==> src/rtl/mlp_dense_engine.sv <==
// Sequential MLP dense layer: one time-multiplexed signed MAC walks N_OUT neurons x N_IN inputs,
// then requantises (>>> SHIFT), optionally applies ReLU and saturates each result to DATA_W bits.
module mlp_dense_engine #(
    parameter int DATA_W = 8,
    parameter int N_IN   = 4,
    parameter int N_OUT  = 4,
    parameter int SHIFT  = 0,
    localparam int ACC_W = 2*DATA_W + $clog2(N_IN) + 1,
    localparam int WA_W  = (N_IN*N_OUT > 1) ? $clog2(N_IN*N_OUT) : 1
) (
    input  logic                    clk,
    input  logic                    reset_n,
    input  logic                    init,
    output logic                    ready,
    output logic                    valid,
    input  logic                    relu_en,
    input  logic [N_IN*DATA_W-1:0]  input_block,
    output logic [N_OUT*DATA_W-1:0] output_block,
    input  logic                    w_we,
    input  logic [WA_W-1:0]         w_addr,
    input  logic [DATA_W-1:0]       w_data
);
    localparam int N_W = N_IN*N_OUT;
    localparam int IW  = (N_IN  > 1) ? $clog2(N_IN)  : 1;
    localparam int JW  = (N_OUT > 1) ? $clog2(N_OUT) : 1;
    localparam logic signed [ACC_W-1:0] SAT_MAX = ACC_W'((2**(DATA_W-1)) - 1);
    localparam logic signed [ACC_W-1:0] SAT_MIN = ~SAT_MAX;

    typedef enum logic [1:0] {S_IDLE, S_MAC, S_STORE} state_t;
    state_t state, state_nxt;

    logic [IW-1:0]            i_cnt;
    logic [JW-1:0]            j_cnt;
    logic signed [ACC_W-1:0]  acc;
    logic                     relu_q;
    logic signed [DATA_W-1:0] x_q     [N_IN];
    logic signed [DATA_W-1:0] w_mem   [N_W];
    logic signed [DATA_W-1:0] res_mem [N_OUT];

    logic                     i_last, j_last, w_wr_ok;
    logic [WA_W:0]            w_addr_ext;
    logic [WA_W-1:0]          w_idx;
    logic signed [2*DATA_W-1:0] prod;
    logic signed [ACC_W-1:0]  acc_shr;
    logic signed [DATA_W-1:0] res_sat;

    always_comb begin
        ready      = (state == S_IDLE);
        i_last     = (i_cnt == IW'(N_IN-1));
        j_last     = (j_cnt == JW'(N_OUT-1));
        w_addr_ext = {1'b0, w_addr};
        w_wr_ok    = w_we && ready && !init && (w_addr_ext < (WA_W+1)'(N_W));
        w_idx      = WA_W'(int'(j_cnt) * N_IN + int'(i_cnt));
        prod       = (2*DATA_W)'(x_q[i_cnt]) * (2*DATA_W)'(w_mem[w_idx]);
        acc_shr    = acc >>> SHIFT;
        // ReLU takes precedence; saturation bounds are sign-extended to the accumulator width.
        res_sat    = acc_shr[DATA_W-1:0];
        if (relu_q && acc_shr[ACC_W-1])
            res_sat = '0;
        else if (acc_shr > SAT_MAX)
            res_sat = SAT_MAX[DATA_W-1:0];
        else if (acc_shr < SAT_MIN)
            res_sat = SAT_MIN[DATA_W-1:0];
    end

    // NOTE: every output of a combinational block gets a default first, so no path can infer a latch.
    always_comb begin
        state_nxt = state;
        case (state)
            S_IDLE:  if (init) state_nxt = S_MAC;
            S_MAC:   if (i_last) state_nxt = S_STORE;
            S_STORE: state_nxt = j_last ? S_IDLE : S_MAC;
            default: state_nxt = S_IDLE;
        endcase
    end

    // NOTE: sequential state uses non-blocking assignments only, so all flops update from pre-edge values.
    always_ff @(posedge clk or negedge reset_n) begin
        if (!reset_n) state <= S_IDLE;
        else          state <= state_nxt;
    end

    // NOTE: weights are flops rather than RAM because reset must clear every entry.
    always_ff @(posedge clk or negedge reset_n) begin
        if (!reset_n) begin
            for (int k = 0; k < N_W; k++) w_mem[k] <= '0;
        end else if (w_wr_ok) begin
            w_mem[w_addr] <= w_data;
        end
    end

    always_ff @(posedge clk or negedge reset_n) begin
        if (!reset_n) begin
            i_cnt        <= '0;
            j_cnt        <= '0;
            acc          <= '0;
            relu_q       <= 1'b0;
            valid        <= 1'b0;
            output_block <= '0;
            for (int k = 0; k < N_IN; k++)  x_q[k]     <= '0;
            for (int k = 0; k < N_OUT; k++) res_mem[k] <= '0;
        end else begin
            valid <= 1'b0;
            case (state)
                S_IDLE: if (init) begin
                    for (int k = 0; k < N_IN; k++) x_q[k] <= input_block[k*DATA_W +: DATA_W];
                    relu_q <= relu_en;
                    acc    <= '0;
                    i_cnt  <= '0;
                    j_cnt  <= '0;
                end
                S_MAC: begin
                    acc   <= acc + ACC_W'(prod);
                    i_cnt <= i_last ? '0 : i_cnt + 1'b1;
                end
                S_STORE: begin
                    res_mem[j_cnt] <= res_sat;
                    acc            <= '0;
                    i_cnt          <= '0;
                    if (j_last) begin
                        // The final slot is still in flight, so it is merged directly into the output.
                        for (int k = 0; k < N_OUT; k++)
                            output_block[k*DATA_W +: DATA_W] <= (JW'(k) == j_cnt) ? res_sat : res_mem[k];
                        valid <= 1'b1;
                    end else begin
                        j_cnt <= j_cnt + 1'b1;
                    end
                end
                default: ;
            endcase
        end
    end
endmodule

==> config.mk <==
export PLATFORM = sky130hd
export DESIGN_NAME = mlp_dense_engine
export DESIGN_NICKNAME = d
export VERILOG_FILES = /design/src/rtl/mlp_dense_engine.sv
export SDC_FILE = /design/constraint.sdc
export NUM_CORES = 1
export LEC_CHECK = 0
export ABC_AREA = 1
export ABC_CLOCK_PERIOD_IN_PS = 6030
export BUFFER_PORTS_ARGS = -buffer_cell sky130_fd_sc_hd__buf_4
export CAP_MARGIN = 10
export CORE_MARGIN = 4
export CORE_UTILIZATION = 30
export DETAILED_ROUTE_END_ITERATION = 6
export PLACE_DENSITY_LB_ADDON = 0.15
export SLEW_MARGIN = 5
export SYNTH_ARGS = -nofsm -noshare
export SYNTH_HDL_FRONTEND = slang
export SYNTH_SLANG_ARGS = --single-unit
==> constraint.sdc <==
create_clock -name clk -period 6.03 [get_ports clk]
set_input_delay 0.9045 -clock clk [delete_from_list [all_inputs] [get_ports clk]]
set_output_delay 0.9045 -clock clk [all_outputs]
set_load 0.005 [all_outputs]
# == After elaboration in Yosys (flattened, before gate mapping) ==
# Cells that the tools add are included.
# word_totals
ff_bits,251
latchBits,0
ram_bits,0
rom_bits,0
wordCells,105
memories,0
# classes
addsub,4
n_mul,1
div,0
magnitude_cmp,8
n_eq_ne,10
n_shift,0
mux,32
n_bitwise,4
reduce_logical,15
# ops
cell,count
128-bit bitwise mux,1
8-bit 2-to-1 mux,13
19-bit case mux with 3 select lines,1
8-bit binary-select mux with 4-bit select,1
32-bit bitwise mux,1
8-bit demux with 4-bit select,1
19-bit by 16-bit adder with 19-bit output,1
"19-bit by 8-bit greater-than comparator with 1-bit output, second input constant",1
"19-bit by 8-bit less-than comparator with 1-bit output, second input constant",1
19-bit 2-to-1 mux,1
8-bit binary-select mux with 2-bit select,1
8-bit demux with 2-bit select,1
8-bit by 8-bit multiplier with 16-bit output,1
2-bit case mux with 3 select lines,2
"5-bit greater-or-equal comparator, second input constant",2
2-bit 2-to-1 mux,5
4-bit NOT with 5-bit output,2
2-bit AND reduction,4
"2-bit equality test, second input constant",3
"3-bit greater-or-equal comparator, second input constant",2
"2-bit inequality test, second input constant",3
2-bit NOT with 3-bit output,2
1-bit logical AND,5
"5-bit by 1-bit less-than comparator with 1-bit output, second input constant",1
other kinds (13),18

# == Longest topological paths before layout ==
# Gate-level depths: netlist of run 1.
# logic_depth
depth_word,8
ltp_mapped,29

# == Worst setup path before layout of run 1 ==
# No wires, ideal clock.
# synth_timing
kind,register to register
start,reg i_cnt[0]
end,reg acc[17]
setup_time_ns,0.118
arrival_time_ns,5.617
required_time_ns,5.912
setup_slack_ns,0.295
stages_incl_launch_ff,22
n_path_buf,3
path_cell_list,dfrtp_1 -> buf_4 -> buf_4 -> buf_2 -> nand2_1 -> a32oi_1 -> inv_1 -> a21oi_1 -> fa_1 -> inv_1 -> fa_1 -> inv_1 -> fa_1 -> fa_1 -> ha_1 -> ha_1 -> a21oi_1 -> o21ai_0 -> a21oi_1 -> nand3b_1 -> nand3_1 -> nand2_1
# synth_via
elab_chain_cells,8
elab_cells_between_ends,12
classes_between,2 x add/sub; 1 x mul; 7 x mux; 2 x bitwise
# synth_rtl
item,line,source
"start, declared",32,logic [IW-1:0] i_cnt;
"start signal, assigned",114,i_cnt <= i_last ? '0 : i_cnt + 1'b1;
4-bit by 2-bit adder with 4-bit output,53,w_idx = WA_W'(int'(j_cnt) * N_IN + int'(i_cnt));
4-bit NOT with 5-bit output (not written as such),54,prod = (2*DATA_W)'(x_q[i_cnt]) * (2*DATA_W)'(w_mem[w_idx]);
8-bit binary-select mux with 4-bit select,54,
8-bit 2-to-1 mux (not written as such) (2 in series),54,
8-bit by 8-bit multiplier with 16-bit output (*),54,
19-bit by 16-bit adder with 19-bit output (*),113,acc <= acc + ACC_W'(prod);
19-bit case mux with 3 select lines (*),104,case (state)
"end signal, assigned",113,
"end, declared",34,logic signed [ACC_W-1:0] acc;
# Every way passes the cells marked *; elsewhere a longest branch is shown, timed or not. The select of a mux whose other input is x is not followed.
# A chain may end at the register's enable or synchronous reset.

# == Final worst setup path of run 1 ==
# layout_timing
start,reg i_cnt[0]
end,reg acc[14]
# The elaborated chain is that of the path after synthesis.

==> run_results.csv, run 1 <==
group,metric,value,unit
run_status,status,"finished clean",
sta,fin_crit_sh,93.5,%
logic_synthesis,ys_seq_elements,243,
logic_synthesis,yosysSeqAreaShare,41.8,%
final_layout,finalNetCount,1994,
logic_synthesis,synth_edf_count,0,
logic_synthesis,ys_types,40,
final_layout,drive_above_1_share,12.7,%
sta,hold_violations,0,
sta,timing.final.ws_setup,0.389,ns
logic_synthesis,yosysWarnings,0,
logic_synthesis,netlist_instances,1736,
grt,grt_max_degree,125,
worst_setup_path,r2r_setup_slack,0.39,ns
worst_setup_path,cp_max_fo,17,
cts,cts_root_buf,"clkbuf_16",
detailed_routing,firstDrtPassIters,7,
worst_setup_path,critical_path_class,"register to register",
detailed_routing,drtIter0Drc,759,
detailed_routing,vias_per_cell,4.75,
grt,grt.total_usage,16.8,%
cts,cts_max_path_buffers,3,
sta,setup_violations,0,
die,core.rowCount,80,
logic_synthesis,syn_area,0.0146,mm^2
cts,clkTransAtPathRegs,0.06,ns
detailed_routing,wl_per_cell,17.6,um
cts,clock-sinks,243,
sta,rsz0062_at_grt,"false",
final_layout,diodes,0,
worst_setup_path,cp.arrival,6.11,ns
worst_setup_path,start_kind,"register",
cts,htreeDepth,1,
final_layout,fill_cells,5024,
detailed_routing,drc,0,
logic_synthesis,synth_nets,1918,
grt,grt_pass1_vias,12100,
detailed_routing,ant_nets,0,
worst_setup_path,crit_required,6.50,ns
detailed_routing,num_vias,11600,
sta,fmax,177,MHz
die,dieArea,0.0521,mm^2
die,ios,83,
sta,max_slew.worst_pin.slew,1.07,ns
logic_synthesis,yosysTopAreaCell,"dfrtp_1",
logic_synthesis,synth_area_per_cell,8.38,um^2
flow_run,drv_cap,0,
worst_setup_path,worstReg2RegEnd,"acc[14]",
sta,setup_tns,0,ns
min_path,hold_path.class,"primary input to async pin",
cts,clkLatencyLatePin,0.58,ns
die,dieHeight,228,um
logic_synthesis,yosys-top-cells-count,"409 x nand2_1, 243 x dfrtp_1, 211 x inv_1",
sta,period_needed,5.64,ns
grt,grt_pass1_wl,70100,um
detailed_routing,drt-total-wl,43100,um
logic_synthesis,synth-main-ff-cell,"dfrtp_1",
die,initial_core_util,30.4,%
cts,cts_tree,"built",
die,core,0.0478,mm^2
grt,grt_overflow,0,
sta,clock_skew,0.0163,ns
grt,antenna_found_initial,0,
placement,portBuffers,82,
logic_synthesis,yosysTopAreaCellShare,41.8,%
logic_synthesis,synth_area_leaders,"dfrtp_1 42%, fa_1 12%, nand2_1 11%",
logic_synthesis,async_reset_ff_share,100,%
logic_synthesis,yosysMostFrequentCell,"nand2_1",
placement,place_ws,0.0191,ns
cts,cts_buffers,30,
worst_setup_path,reg2reg_from,"i_cnt[0]",
sta,report.final.slew_viol_count,0,
die,fp.dieW,228,um
final_layout,area_growth,16.6,%
worst_setup_path,r2r.worst_path.cells,26,
sta,slew_headroom,28.6,%
worst_setup_path,critPathLaunch,"i_cnt[0]",
placement,place_congestion,0.855,
placement,dp_hpwl,30300,um
worst_setup_path,setup.worst_path.end_class,"register",
-- what timing repair did --
action / 4_1_cts / 5_1_grt
setup buffers: 0 / 0
hold buffers: 0 / 0
endpoints found under the hold margin: 0 / 0
resized for setup: 1 / 5
setup endpoints to repair: 1 / 6
-- placed cells by master, fill, tap and decap left out, drive strengths merged --
master / count
clkbuf: 41
fa: 84
o21a: 1
xnor2: 3
bufinv: 2
a21boi: 21
dfrtp: 243
inv: 215
clkinvlp: 2
o32ai: 1
nor3: 6
nor2: 128
o22ai: 2
a21oi: 127
a32oi: 8
and2: 3
or2: 24
nor4: 6
nand2: 412
o21ai: 207
clkinv: 18
ha: 49
o211ai: 15
nand3: 92
nand3b: 2
buf: 124
-- kinds of logic (layout without fill, tap and decap cells) --
kind of cell             after synthesis  count (layout)  share of synthesized area [%]
AND/OR/NAND/NOR                      673             673                           19.8
AO/OA/AOI/OAI                        382             382                           14.2
buffers and inverters                302             402                           8.30
flip-flops                           243             243                           41.8
adder cells (fa/ha/maj)              133             133                           15.8
XOR/XNOR                               3               3                          0.181
-- how the worst max path moves through the flow --
stage | end | slack [ns]
floorplan | acc[17] | 0.29
global placement | acc[17] | 0.11
detailed placement | acc[17] | 0.02
CTS | acc[17] | 0.23
global route | acc[14] | 0.004
finish | acc[14] | 0.39
-- sequential cells by signal (all words and copies together), names as in the netlist --
name and count:
acc 19, i_cnt 2, j_cnt 2, output_block 32, relu_q 1, res_mem 24
state 2, valid 1, w_mem 128, x_q 32
-- cell type report --
cell class                      count  area [um^2]  share of cell area (%)
Multi-Input combinational cell   1191         7290                    42.9
Sequential cell                   243         6080                    35.8
Timing Repair Buffer              124          988                    5.82
Clock buffer                       41          862                    5.08
Inverter                          222          836                    4.92
Tap cell                          615          769                    4.53
Clock inverter                     15          145                   0.855
-- critical path, stage by stage (launching register included) --
cell	delay, ns
dfrtp_2	0.46
inv_4	0.17
buf_4	0.26
a21oi_1	0.10
o21ai_0	0.11
nand3_1	0.13
nand3_1	0.09
nand2_1	0.07
inv_1	0.16
buf_4	0.16
nor2_1	0.05
fa_1	0.50
inv_1	0.05
fa_1	0.48
inv_1	0.06
fa_1	0.51
fa_1	0.57
fa_1	0.42
ha_1	0.37
nand2_1	0.11
nand3_1	0.19
nand2_1	0.11
nand2_1	0.08
nand2_1	0.09
nand3b_1	0.08
nand3_1	0.09
nand2_1	0.05
-- through the flow --
step | instance area, um^2 | std cells | hold WS [ns] | utilization [%]
5_1_grt | 17000 | 2451 | 0.493 | 35.5
3_3_place_gp | 15900 | 2395 | 0.448 | 33.3
4_1_cts | 17000 | 2451 | 0.468 | 35.5
2_1_floorplan | 14600 | 1736 | 0.434 | -
6_report | 17000 | 2451 | 0.437 | 35.5
3_5_place_dp | 15900 | 2395 | 0.454 | 33.3
-- per-layer routing --
| metal | track usage (%) | part of all wire, % | vias to the layer above |
|---|---|---|---|
| met5 | 0 | 0 | - |
| met4 | 3.90 | 2.0 | 0 |
| met3 | 2.27 | 4.2 | 46 |
| met2 | 27.1 | 46 | 230 |
| met1 | 23.9 | 48 | 5648 |
| li1 | - | - | 5706 |
Power of run 1 is not shown: default switching activity piles up to over one toggle a cycle in this logic, so the estimate is an artifact.
==> inputs of run 2 (changes only) <==
--- a/config.mk
+++ b/config.mk
@@ -13,6 +13,7 @@
 export CORE_UTILIZATION = 30
 export DETAILED_ROUTE_END_ITERATION = 6
 export PLACE_DENSITY_LB_ADDON = 0.15
+export SETUP_SLACK_MARGIN = 0.4
 export SLEW_MARGIN = 5
 export SYNTH_ARGS = -nofsm -noshare
 export SYNTH_HDL_FRONTEND = slang
==> constraint.sdc (replaced) <==
create_clock -name clk -period 6.03 [get_ports clk]
set_input_delay 0.9045 -clock clk [delete_from_list [all_inputs] [get_ports clk]]
set_output_delay 0.9045 -clock clk [all_outputs]
set_load 0.01 [all_outputs]
==> run 2 against run 1 <==
- sequential cell count did not move
- wire length increased by 3.7%
- maximum frequency is 4.3% higher
- non-clock buffer count rose by 11
- final cell count increased by 0.33%
- largest cell class unchanged
- highest routed layer unchanged
==> run_results.csv, run 2 (synthesis results as in run 1) <==
group,metric,value,unit
run_status,status,"finished clean",
cts,cts_max_path_buffers,3,
die,fp.dieW,228,um
detailed_routing,drc,0,
final_layout,finalNetCount,2006,
die,dieArea,0.0521,mm^2
worst_setup_path,cp.arrival,5.88,ns
worst_setup_path,cpMostUsedCell,"fa_1",
die,core,0.0478,mm^2
placement,dp_hpwl,30400,um
final_layout,stdcell_area,0.0178,mm^2
detailed_routing,drt-total-wl,44700,um
final_layout,drive_above_1_share,17.8,%
die,ios,83,
final_layout,area_growth,22.2,%
final_layout,final_cells,2459,
final_layout,diodes,0,
sta,max_slew.worst_pin.slew,1.04,ns
final_layout,most-common-layout-cells,"391 x nand2_1, 242 x dfrtp_1, 200 x inv_1",
die,initial_core_util,30.4,%
placement,portBuffers,82,
sta,period_needed,5.41,ns
sta,setup_violations,0,
placement,placed_cells,2393,
final_layout,final_core_util,37.2,%
grt,grt_overflow,0,
min_path,hold_path.class,"primary input to async pin",
final_layout,reg_top3,"w_mem: 128 flops, output_block: 32 flops, x_q: 32 flops",
grt,grt.total_usage,16.5,%
cts,cts_tree,"built",
grt,grt_pass1_wl,69300,um
cts,clkLatencyLatePin,0.60,ns
sta,fin_crit_sh,89.7,%
detailed_routing,ant_nets,0,
sta,report.final.slew_viol_count,0,
die,dieHeight,228,um
grt,grt_max_degree,135,
final_layout,fill_cells,4994,
worst_setup_path,r2r.worst_path.cells,25,
cts,clkTransAtPathRegs,0.06,ns
worst_setup_path,cp-endpoint,"acc[14]",
worst_setup_path,r2r_setup_slack,0.62,ns
final_layout,largest_reg_flops,128,
worst_setup_path,crit_required,6.50,ns
sta,setup_tns,0,ns
worst_setup_path,slowest_stage,"fa_2",
placement,place_congestion,0.876,
grt,antenna_found_initial,0,
sta,clock_skew,0.0260,ns
sta,fmax,185,MHz
worst_setup_path,cp_max_fo,7,
cts,cts_buffers,30,
detailed_routing,drtIter0Drc,765,
worst_setup_path,critPathLaunch,"i_cnt[0]",
worst_setup_path,worstReg2RegEnd,"acc[14]",
detailed_routing,vias_per_cell,4.80,
cts,holdBufCountCts,0,
detailed_routing,wl_per_cell,18.2,um
detailed_routing,firstDrtPassIters,6,
placement,place_area,0.0160,mm^2
cts,clock-sinks,243,
final_layout,layout_commonest_cell,"nand2_1",
worst_setup_path,start_kind,"register",
sta,hold_violations,0,
cts,htreeDepth,1,
worst_setup_path,critical_path_class,"register to register",
sta,rsz0062_at_grt,"true",
grt,grt_pass1_vias,12000,
detailed_routing,num_vias,11800,
flow_run,drv_cap,0,
worst_setup_path,reg2reg_from,"i_cnt[0]",
die,core.rowCount,80,
worst_setup_path,critPathMaxStageDelay,0.61,ns
final_layout,largest-register,"w_mem",
cts,cts_root_buf,"clkbuf_16",
sta,slew_headroom,29.8,%
worst_setup_path,setup.worst_path.end_class,"register",
[run 2: worst min-delay path by stage]
stage | from | cells past startpoint | end | slack (ns)
6_report | reset_n | 1 | w_mem[20] | 0.32
5_1_grt | reset_n | 1 | w_mem[20] | 0.43
4_1_cts | reset_n | 1 | w_mem[20] | 0.42
3_5_place_dp | x_q[8] | 2 | x_q[8] | 0.46
3_3_place_gp | x_q[2] | 2 | x_q[2] | 0.45
2_1_floorplan | x_q[26] | 2 | x_q[26] | 0.43
[run 2: per-stage QoR]
stage | worst slack [ns] | hold slack (ns)
after floorplan | 0.611 | 0.434
after global placement | 0.231 | 0.453
after detailed placement | 0.242 | 0.459
after CTS | 0.365 | 0.425
after global routing | 0.362 | 0.432
final | 0.622 | 0.321
[run 2: worst max-delay path, delay by kind of cell, from the launching register on]
| kind | cells | cell delay, ns |
|---|---|---|
| DFF | 1 | 0.58 |
| AOI/OAI and AO/OA | 2 | 0.19 |
| adders and majority gates | 6 | 2.79 |
| and+or+nand+nor | 12 | 1.22 |
| buffers and inverters | 5 | 0.49 |
[run 2: final cells by class]
class	count	area, um^2	share of cell area, %
multi-input combinational	1191	7750	43.6
sequential	243	6080	34.2
timing repair buffer	135	1240	6.98
clock buffer	46	941	5.29
inverter	222	848	4.77
tap	615	769	4.33
clock inverter	6	138	0.774
timing repair inverter	1	8.76	0.0493
[run 2: timing repair]
action	in CTS	in global routing
setup endpoints to repair	10	12
buffers inserted	0	5
gates resized for setup	21	121
pin swaps	0	31
gates cloned	1	8
[run 2: routing by layer]
metal  part of all wire (%)  up-vias  GRT usage [%]
li1                       -     5719              -
met3                    4.6       43           2.52
met1                     48     5795           23.7
met4                    1.6        0           3.23
met5                      0        -              0
met2                     46      242           26.6
Power of run 2 is left out for the same reason.
==> inputs of run 3 (changes only) <==
--- a/config.mk
+++ b/config.mk
@@ -12,6 +12,7 @@
 export CORE_MARGIN = 4
 export CORE_UTILIZATION = 30
 export DETAILED_ROUTE_END_ITERATION = 6
+export GPL_TIMING_DRIVEN = 0
 export PLACE_DENSITY_LB_ADDON = 0.15
 export SETUP_SLACK_MARGIN = 0.4
 export SLEW_MARGIN = 5
==> run 3 against run 2 <==
- sequential cell count stayed put
- hold slack worse by 0.11 ns
- utilization up 0.68 points
- register-to-register slack better by 0.03 ns
- count of clock-buffer cells in the layout shrank 4
- critical path depth fell by 3
- critical endpoint is now acc[13]
- highest routed layer unchanged
==> run_results.csv, run 3 (synthesis results as in run 1) <==
group,metric,value,unit
worst_setup_path,slowest_stage,"fa_1",
cts,htreeDepth,1,
cts,clock-sinks,243,
detailed_routing,drt-total-wl,46900,um
placement,placed_cells,2427,
grt,grt.total_usage,18.1,%
sta,fmax,186,MHz
sta,max_slew.worst_pin.slew,0.966,ns
worst_setup_path,critical_path.cell_chain,"buf_6 > buf_6 > or2_2 > a32oi_4 > inv_2 > nand2_1 > fa_1 > fa_1 > inv_1 > fa_1 > fa_1 > fa_1 > ha_4 > nand2_1 > nor2_2 > nand2_1 > nand2_1 > nand2_1 > nand2_1 > nand2_1 > nand3_1 > nand2_1",
grt,grt_overflow,0,
grt,antenna_found_initial,0,
die,dieHeight,228,um
final_layout,fill_cells,4935,
worst_setup_path,cpMostUsedCell,"nand2_1",
sta,setup_violations,0,
cts,clkTransAtPathRegs,0.06,ns
die,core.rowCount,80,
cts,cts_tree,"built",
placement,dp_hpwl,33800,um
worst_setup_path,critical_path_class,"register to register",
worst_setup_path,cp_top_family,"adder cells",
worst_setup_path,cp.arrival,5.84,ns
placement,place_congestion,0.856,
placement,portBuffers,74,
die,fp.dieW,228,um
detailed_routing,wl_per_cell,18.6,um
min_path,hold_path.class,"primary input to async pin",
die,ios,83,
sta,report.final.slew_viol_count,0,
detailed_routing,firstDrtPassIters,4,
final_layout,largest-register,"w_mem",
cts,clkLatencyLatePin,0.59,ns
flow_run,drv_cap,0,
worst_setup_path,worst-path-buf-inv,4,
detailed_routing,vias_per_cell,4.86,
worst_setup_path,cp_max_fo,10,
cts,cts_max_path_buffers,3,
sta,fin_crit_sh,89.2,%
sta,rsz0062_at_grt,"true",
worst_setup_path,crit_required,6.49,ns
grt,grt_pass1_wl,74900,um
detailed_routing,drtIter0Drc,994,
final_layout,reg_top3,"w_mem: 128 flops, output_block: 32 flops, x_q: 32 flops",
final_layout,stdcell_area,0.0181,mm^2
detailed_routing,ant_nets,0,
final_layout,largest_reg_flops,128,
worst_setup_path,start_kind,"register",
worst_setup_path,setup.worst_path.end_class,"register",
worst_setup_path,critPathMaxStageDelay,0.56,ns
final_layout,final_cells,2520,
die,dieArea,0.0521,mm^2
final_layout,finalNetCount,2063,
sta,clock_skew,0.0257,ns
detailed_routing,num_vias,12200,
sta,slew_headroom,35.4,%
grt,grt_pass1_vias,12700,
final_layout,most-common-layout-cells,"396 x nand2_1, 242 x dfrtp_1, 200 x inv_1",
cts,cts_root_buf,"clkbuf_16",
die,initial_core_util,30.4,%
sta,setup_tns,0,ns
sta,hold_violations,0,
placement,place_area,0.0159,mm^2
final_layout,area_growth,24.4,%
cts,cts_buffers,30,
die,core,0.0478,mm^2
final_layout,drive_above_1_share,18.9,%
grt,grt_max_degree,104,
final_layout,diodes,0,
cts,holdBufCountCts,0,
final_layout,layout_commonest_cell,"nand2_1",
detailed_routing,drc,0,
run_status,status,"finished clean",
sta,period_needed,5.38,ns
-- run 3: cell type report --
class	count	area, um^2	share of cell area [%]
buffer	80	518	2.86
clock buffer	42	876	4.84
clock inverter	14	251	1.39
inverter	222	856	4.73
multi-input combinational	1191	7840	43.3
sequential	243	6080	33.6
tap	615	769	4.25
timing repair buffer	113	912	5.04
-- run 3: path summary, 6_finish.rpt --
check                                   end  slack (ns)  startpoint  cells after the start
max                                 acc[13]        0.65    i_cnt[0]                     22
min                               w_mem[30]        0.22     reset_n                      1
max reg2reg                         acc[13]        0.65    i_cnt[0]                     22
min reg2reg                         x_q[18]        0.47     x_q[18]                      2
max in group asynchronous  output_block[22]        4.46     reset_n                      3
min in group clk                    x_q[18]        0.47     x_q[18]                      2
-- run 3: layer usage --
metal	wire length, um	part of all wire (%)	GRT usage [%]
met1	21700	46	25.4
met2	22000	47	29.8
met3	2090	4.5	2.20
met4	1070	2.3	4.59
met5	0	0	0
-- run 3: metrics by stage --
stage / hold WS [ns] / util, % / worst slack (ns)
4_1_cts: 0.215 / 36.7 / 0.401
2_1_floorplan: 0.434 / - / 0.611
3_5_place_dp: 0.455 / 33.3 / -0.537
6_report: 0.215 / 37.8 / 0.648
3_3_place_gp: 0.449 / 33.2 / -0.541
5_1_grt: 0.223 / 37.8 / 0.394
-- run 3: timing repair --
| action | CTS | global route |
|---|---|---|
| buffers inserted | 13 | 24 |
| resized for setup | 98 | 95 |
| pin swaps | 15 | 33 |
| endpoints found under the setup margin | 12 | 11 |
Power of run 3 is left out for the same reason.
